[config.mk]
export PLATFORM = sky130hd
export DESIGN_NAME = seq_comparator
export DESIGN_NICKNAME = d
export VERILOG_FILES = /design/src/rtl/cmp_pkg.sv /design/src/rtl/cmp_chunk.sv /design/src/rtl/seq_comparator.sv
export SDC_FILE = /design/constraint.sdc
export NUM_CORES = 1
export LEC_CHECK = 0
export BUFFER_PORTS_ARGS = -buffer_cell sky130_fd_sc_hd__buf_2
export CORE_ASPECT_RATIO = 0.6
export CORE_MARGIN = 2
export CORE_UTILIZATION = 34
export CTS_CLUSTER_DIAMETER = 50
export DETAILED_ROUTE_END_ITERATION = 16
export PLACE_DENSITY = 0.58
export SETUP_SLACK_MARGIN = 0.02
export SLEW_MARGIN = 10
export SYNTH_ARGS = -nofsm -noshare
export SYNTH_HDL_FRONTEND = slang
export SYNTH_SLANG_ARGS = --single-unit
[constraint.sdc]
create_clock -name clk -period 5.6 [get_ports clk]
set_clock_uncertainty 0.2 [all_clocks]
set_input_delay 0.56 -clock clk [delete_from_list [all_inputs] [get_ports clk]]
set_output_delay 0.56 -clock clk [all_outputs]
set_load 0.05 [all_outputs]
[src/rtl/cmp_pkg.sv]
// Shared types for the digit-serial magnitude comparator.
package cmp_pkg;

   typedef enum logic {
      IDLE    = 1'b0,
      COMPARE = 1'b1
   } state_t;

   typedef enum logic [1:0] {
      RES_NONE = 2'd0,
      RES_EQ   = 2'd1,
      RES_GT   = 2'd2,
      RES_LT   = 2'd3
   } res_t;

endpackage

[src/rtl/cmp_chunk.sv]
// Combinational unsigned compare of one CHUNK-bit digit; no state, no stall.
module cmp_chunk #(
   parameter int CHUNK = 4
) (
   input  logic [CHUNK-1:0] a_chunk,
   input  logic [CHUNK-1:0] b_chunk,
   output logic             chunk_eq,
   output logic             chunk_gt
);

   assign chunk_eq = (a_chunk == b_chunk);
   assign chunk_gt = (a_chunk >  b_chunk);

endmodule

[src/rtl/seq_comparator.sv]
// Digit-serial A vs B compare, MSB chunk first; 1..N cycles after start, early exit on first difference.
// enable low freezes everything (adds one cycle per stalled cycle); start is ignored while busy.
module seq_comparator
   import cmp_pkg::*;
#(
   parameter int WIDTH = 16,
   parameter int CHUNK = 4
) (
   input  logic             clk,
   input  logic             rst_n,
   input  logic             enable,
   input  logic             start,
   input  logic [WIDTH-1:0] a,
   input  logic [WIDTH-1:0] b,
   input  logic             signed_mode,
   output logic             busy,
   output logic             done,
   output logic             eq,
   output logic             greater,
   output logic             lesser
);

   localparam int N  = WIDTH / CHUNK;
   localparam int IW = (N > 1) ? $clog2(N) : 1;

   generate
      if (CHUNK < 1 || (WIDTH % CHUNK) != 0) begin : g_bad_params
         $error("seq_comparator: WIDTH must be a positive multiple of CHUNK");
      end
   endgenerate

   state_t           state_q, state_d;
   logic [IW-1:0]    idx_q, idx_d;
   logic [WIDTH-1:0] a_q, a_d, b_q, b_d;
   res_t             res_q, res_d;
   logic             done_q, done_d;

   logic [WIDTH-1:0] msb_flip;
   logic [CHUNK-1:0] a_chunk, b_chunk;
   logic             chunk_eq, chunk_gt;

   // Operands are stored offset-binary in signed mode, so the datapath only ever does unsigned compares.
   assign msb_flip = WIDTH'(signed_mode) << (WIDTH - 1);

   assign a_chunk = a_q[int'(idx_q) * CHUNK +: CHUNK];
   assign b_chunk = b_q[int'(idx_q) * CHUNK +: CHUNK];

   cmp_chunk #(.CHUNK(CHUNK)) u_chunk (
      .a_chunk  (a_chunk),
      .b_chunk  (b_chunk),
      .chunk_eq (chunk_eq),
      .chunk_gt (chunk_gt)
   );

   always_comb begin
      state_d = state_q;
      idx_d   = idx_q;
      a_d     = a_q;
      b_d     = b_q;
      res_d   = res_q;
      done_d  = 1'b0;
      if (enable) begin
         case (state_q)
            IDLE: begin
               if (start) begin
                  a_d     = a ^ msb_flip;
                  b_d     = b ^ msb_flip;
                  idx_d   = IW'(N - 1);
                  state_d = COMPARE;
               end
            end
            COMPARE: begin
               if (!chunk_eq) begin
                  res_d   = chunk_gt ? RES_GT : RES_LT;
                  done_d  = 1'b1;
                  state_d = IDLE;
               end else if (idx_q == '0) begin
                  res_d   = RES_EQ;
                  done_d  = 1'b1;
                  state_d = IDLE;
               end else begin
                  idx_d = idx_q - 1'b1;
               end
            end
            default: state_d = IDLE;
         endcase
      end
   end

   always_ff @(posedge clk or negedge rst_n) begin
      if (!rst_n) begin
         state_q <= IDLE;
         idx_q   <= '0;
         a_q     <= '0;
         b_q     <= '0;
         res_q   <= RES_NONE;
         done_q  <= 1'b0;
      end else begin
         state_q <= state_d;
         idx_q   <= idx_d;
         a_q     <= a_d;
         b_q     <= b_d;
         res_q   <= res_d;
         done_q  <= done_d;
      end
   end

   assign busy    = (state_q == COMPARE);
   assign done    = done_q;
   assign eq      = (res_q == RES_EQ);
   assign greater = (res_q == RES_GT);
   assign lesser  = (res_q == RES_LT);

endmodule

Yosys cells after proc, flatten, opt, wreduce, memory -nomap -nowiden
Cells that the tools add are included.
{"block": "op_classes", "addsub": 1, "order_cmp": 1, "mul": 0, "n_reduce_logical": 4, "shift": 2, "eq_ne": 8, "div_mod_pow": 0, "muxes": 15, "bitwise": 3}
{"cell": "indexed part select 16 x 5 -> 4 bit", "n": 2}
{"cell": "bitwise XOR 16 bit", "n": 2}
{"cell": "two-way mux 2 bit", "n": 5}
{"cell": "two-way mux 1 bit", "n": 8}
{"cell": "AND reduction 3 bit", "n": 2}
{"cell": "== test 2 bit (second input constant)", "n": 2}
{"cell": "== test 4 bit", "n": 1}
{"cell": "> comparator 4 bit", "n": 1}
{"cell": "!= test 2 x 1 -> 1 bit (second input constant)", "n": 2}
{"cell": "!= test 2 bit (second input constant)", "n": 2}
{"cell": "one-hot mux 2 bit (2 select lines)", "n": 1}
{"cell": "AND reduction 4 bit", "n": 1}
{"cell": "== test 2 x 1 -> 1 bit (second input constant)", "n": 1}
{"cell": "logical NOT 2 bit", "n": 1}
{"cell": "one-hot mux 1 bit (2 select lines)", "n": 1}
{"cell": "subtractor 2 x 1 -> 2 bit (second input constant)", "n": 1}
{"cell": "inverter 1 bit", "n": 1}
{"block": "word_totals", "latch_bits": 0, "mem_bits_rw": 0, "rom_bits": 0, "in_bits": 37, "n_memories": 0, "ff_bits": 38}

Longest topological paths before layout
{"block": "depth", "word_depth": 5, "ltp_mapped": 8, "depth_no_buf": 7}

By module
From an unflattened synthesis, not the netlist that was laid out.
{"block": "hier_totals", "cells_unflattened": 127, "hier_area_um2": 1940.6}
{"module": "seq_comparator", "area_per_inst_um2": 1831.8, "n_inst": 1, "cells_each": 114}
{"module": "cmp_chunk", "area_per_inst_um2": 108.9, "n_inst": 1, "cells_each": 13}

Worst setup path after synthesis
No wires, ideal clock.
{"block": "synth_path", "path_type": "register -> register", "from": "register idx_q[0]", "to": "register idx_q[0]", "path_slack_ns": 3.375, "period_less_slack_ns": 2.225, "t_required_ns": 5.277, "setup_time_ns": 0.123, "t_arrival_ns": 1.902, "path_stages_with_launch": 8, "cell_sequence": "dfrtp_1 -> buf_4 -> mux4_2 -> ha_1 -> nand4_1 -> nor2_1 -> nand4_1 -> o221a_2"}
{"block": "synth_between", "elab_chain_len": 4}
{"element": "start: declaration", "line_no": "seq_comparator.sv:33", "text": "logic [IW-1:0] idx_q, idx_d;"}
{"element": "start signal: assignment", "line_no": "seq_comparator.sv:100", "text": "idx_q <= idx_d;"}
{"element": "indexed part select 16 x 5 -> 4 bit, or another cell as far along", "line_no": "seq_comparator.sv:45", "text": "assign a_chunk = a_q[int'(idx_q) * CHUNK +: CHUNK];"}
{"element": "== test 4 bit / two-way mux 2 bit (equally long branches)", "line_no": "cmp_chunk.sv:11, seq_comparator.sv:77"}
{"element": "!= test 2 x 1 -> 1 bit (no source line) / two-way mux 2 bit (equally long branches)"}
{"element": "AND reduction 4 bit (no source line) / one-hot mux 2 bit (2 select lines) (equally long branches)"}
Several ways; a longest one is shown, not always the timed one. The select of a mux whose other input is x is not followed.
A chain may end at the register's enable or synchronous reset.

Final worst setup path
{"block": "layout_path", "from": "register idx_q[0]", "to": "register res_q[0]"}
{"block": "layout_between", "elab_chain_len": 4}
{"element": "indexed part select 16 x 5 -> 4 bit (on tied branches)", "line_no": "seq_comparator.sv:45, seq_comparator.sv:46"}
{"element": "> comparator 4 bit / == test 4 bit (equally long branches)", "line_no": "cmp_chunk.sv:12, cmp_chunk.sv:11"}
{"element": "two-way mux 1 bit / != test 2 x 1 -> 1 bit (equally long branches)"}
{"element": "two-way mux 2 bit / AND reduction 3 bit (equally long branches)"}
{"element": "end signal: assignment", "line_no": "seq_comparator.sv:103", "text": "res_q <= res_d;"}
{"element": "end: declaration", "line_no": "seq_comparator.sv:35", "text": "res_t res_q, res_d;"}
Several ways; a longest one is shown, not always the timed one.

==> impl_metrics.ini <==
[status]
outcome = complete, no violations

[yosys]
ys_top_cells_by_area = dfrtp_1 50%, mux2_4 20%, mux4_2 9.4%
ys_seq_area_share_pct = 49.7
synth_most_common_cell = dfrtp_1
synth-async-reset-ratio_pct = 100
postSynthAreaPerCell_um2 = 15.2
synth_top_cell_by_area = dfrtp_1
ys_ff_latch = 38
synthTopCellsByCount = 38 x dfrtp_1, 26 x mux2_4, 8 x mux4_2
synth_area_mm2 = 0.00191
synth_top_flop_cell = dfrtp_1
syn-num-nets = 168
synth_top_area_share_pct = 49.7
synth.distinct_cells = 23
yosysWarnings = 0
synth-edff-count = 0
syn_inst = 126

[critical_path]
cpMostUsedCell = nor2_1
crit_chain = mux4_2 > ha_1 > nand4_1 > nor2_1 > nor2_1 > a2bb2oi_1
path_delay_family = flip-flops
max_stage_delay_ps = 710
cp-end-kind = flop
critPathLaunchType = flop
cp.arrival_ps = 2610
cp_max_fo = 11
critPathRequiredTime_ps = 5570
crit_slowest_cell = dfrtp_1
worstSetupPathType = flop to flop
critPathBufInv = 0

[timing]
finalCritPeriodShare_pct = 47.2
setup_tns_ps = 0
worstMarginPinSlew_ps = 837
setup_viol = 0
report.final.slew_viol_count = 0
period_minus_slack_ps = 2640
final-hold-violation-count = 0
slew_headroom_pct = 44.2
setup_ws_ps = 2960
max_freq_mhz = 378
rsz0062_at_grt = no

[grt]
overflow = 0
track_usage_pct = 12.7
grt_max_degree = 39
antenna_found_initial = 0
grt_pass1_wl_mm = 5.95
first_global_vias = 1205

[power]
powerDensity_mw_per_mm2 = 593
vdd_drop_max_mv = 0.165
leakage_nw = 1.12

[worst_hold_path]
hold_path.class = input pin to async pin

[clock_tree]
h-tree-depth = 2
cts_tree = done
cts.repair.resized = 0
cts_buffers = 5
post_cts_buffers = 0
cts_sinks = 38
insertion_delay_ps = 300
root_buffer = clkbuf_8
clk_path_buf_depth = 2
hold_buffers = 0
clk_pin_slew_ps = 80

[die]
io_pins = 42
rows = 21
dieArea_mm2 = 0.00627
die_x_um = 101
coreArea_mm2 = 0.00549
fp.dieH_um = 62.1
start_util_pct = 34.9

[drt]
via_per_inst = 4.76
antenna_left = 0
wl_per_cell_um = 15.1
drc = 0
drt-initial-drc-count = 15
first_pass_iters = 4
vias = 1129
route.final.wire_length_mm = 3.59

[final_layout]
drive_above_1_share_pct = 53.6
finalNetCount = 209
fill_cells = 521
area_delta_synth_final_pct = 16.9
n_antenna_cell = 0

[run]
cap_violations = 0

[placement]
hpwl_mm = 2.68
port-buffer-count = 41
preCtsSetupSlack_ps = 2970
routabilityCongestion = 0.779
layout by cell type (no fill, tap or decap), types with 2 or more instances in the layout:
master,count
nor2b_1,3
mux2_2,4
nand2_1,6
ha_1,5
mux2_4,26
inv_1,7
clkbuf_8,6
buf_2,41
o21ai_0,3
nand4_1,3
dfrtp_1,38
a21oi_1,3
o221a_2,2
mux4_2,8
xnor2_1,2
nor2_1,3
routing by layer:
metal  global-route usage [%]  routed length [um]  vias up
li1                         -                   -      539
met1                     18.6                1780      549
met2                     16.9                1480       35
met3                     4.28                 270        6
met4                     5.14                  55        0
met5                        0                   0        -
power breakdown:
group	switching [mW]	leakage [nW]	internal [mW]
clock network	0.0970	0.0472	0.0989
registers	0.119	0.447	0.412
logic	0.251	0.627	0.350
logic make-up after synthesis:
group | count (synthesis) | share of synthesized area [%]
multiplexers | 38 | 32.2
flip-flops | 38 | 49.7
adder cells (fa/ha/maj) | 5 | 3.27
AO/OA/AOI/OAI | 11 | 3.99
buffers and inverters | 14 | 4.64
AND/OR/NAND/NOR | 18 | 5.36
XOR/XNOR | 2 | 0.915
worst register-to-register path: stages (launching register included):
cell       delay [ps]
dfrtp_1           710
mux4_2            580
ha_1              330
nand4_1           130
nor2_1            280
nor2_1            140
a2bb2oi_1         140
per-stage QoR:
stage	hold WS (ps)	utilization, %	cells	area (um^2)	total power, mW
5_1_grt	230	40.8	237	2240	1.43
6_report	162	40.8	237	2240	1.33
4_1_cts	183	40.8	237	2240	1.35
3_5_place_dp	271	39.0	229	2140	1.14
3_3_place_gp	263	39.0	229	2140	1.12
2_1_floorplan	64.4	-	126	1910	1.02
final timing paths:
path,slack [ps],endpoint,cells after the start,start
min in group clk,280,b_q[15],2,b_q[15]
worst max-delay path,2960,res_q[0],6,idx_q[0]
worst min register to register,280,b_q[15],2,b_q[15]
max in group asynchronous,4510,b_q[11],1,rst_n
worst max register to register,2960,res_q[0],6,idx_q[0]
worst min-delay path,160,a_q[13],1,rst_n
layout make-up:
| cell class | instances | area (um^2) | area share [%] |
|---|---|---|---|
| sequential | 38 | 951 | 42.5 |
| clock buffer | 6 | 82.6 | 3.69 |
| multi-input combinational | 74 | 875 | 39.1 |
| clock inverter | 2 | 12.5 | 0.559 |
| tap | 69 | 86.3 | 3.86 |
| inverter | 7 | 26.3 | 1.17 |
| timing repair buffer | 41 | 205 | 9.17 |
flip-flops by register name, indices dropped and copies added (netlist names):
register	count
done	1
res_q	2
b_q	16
a_q	16
busy	1
idx_q	2
(Power assumes the default switching activity.)
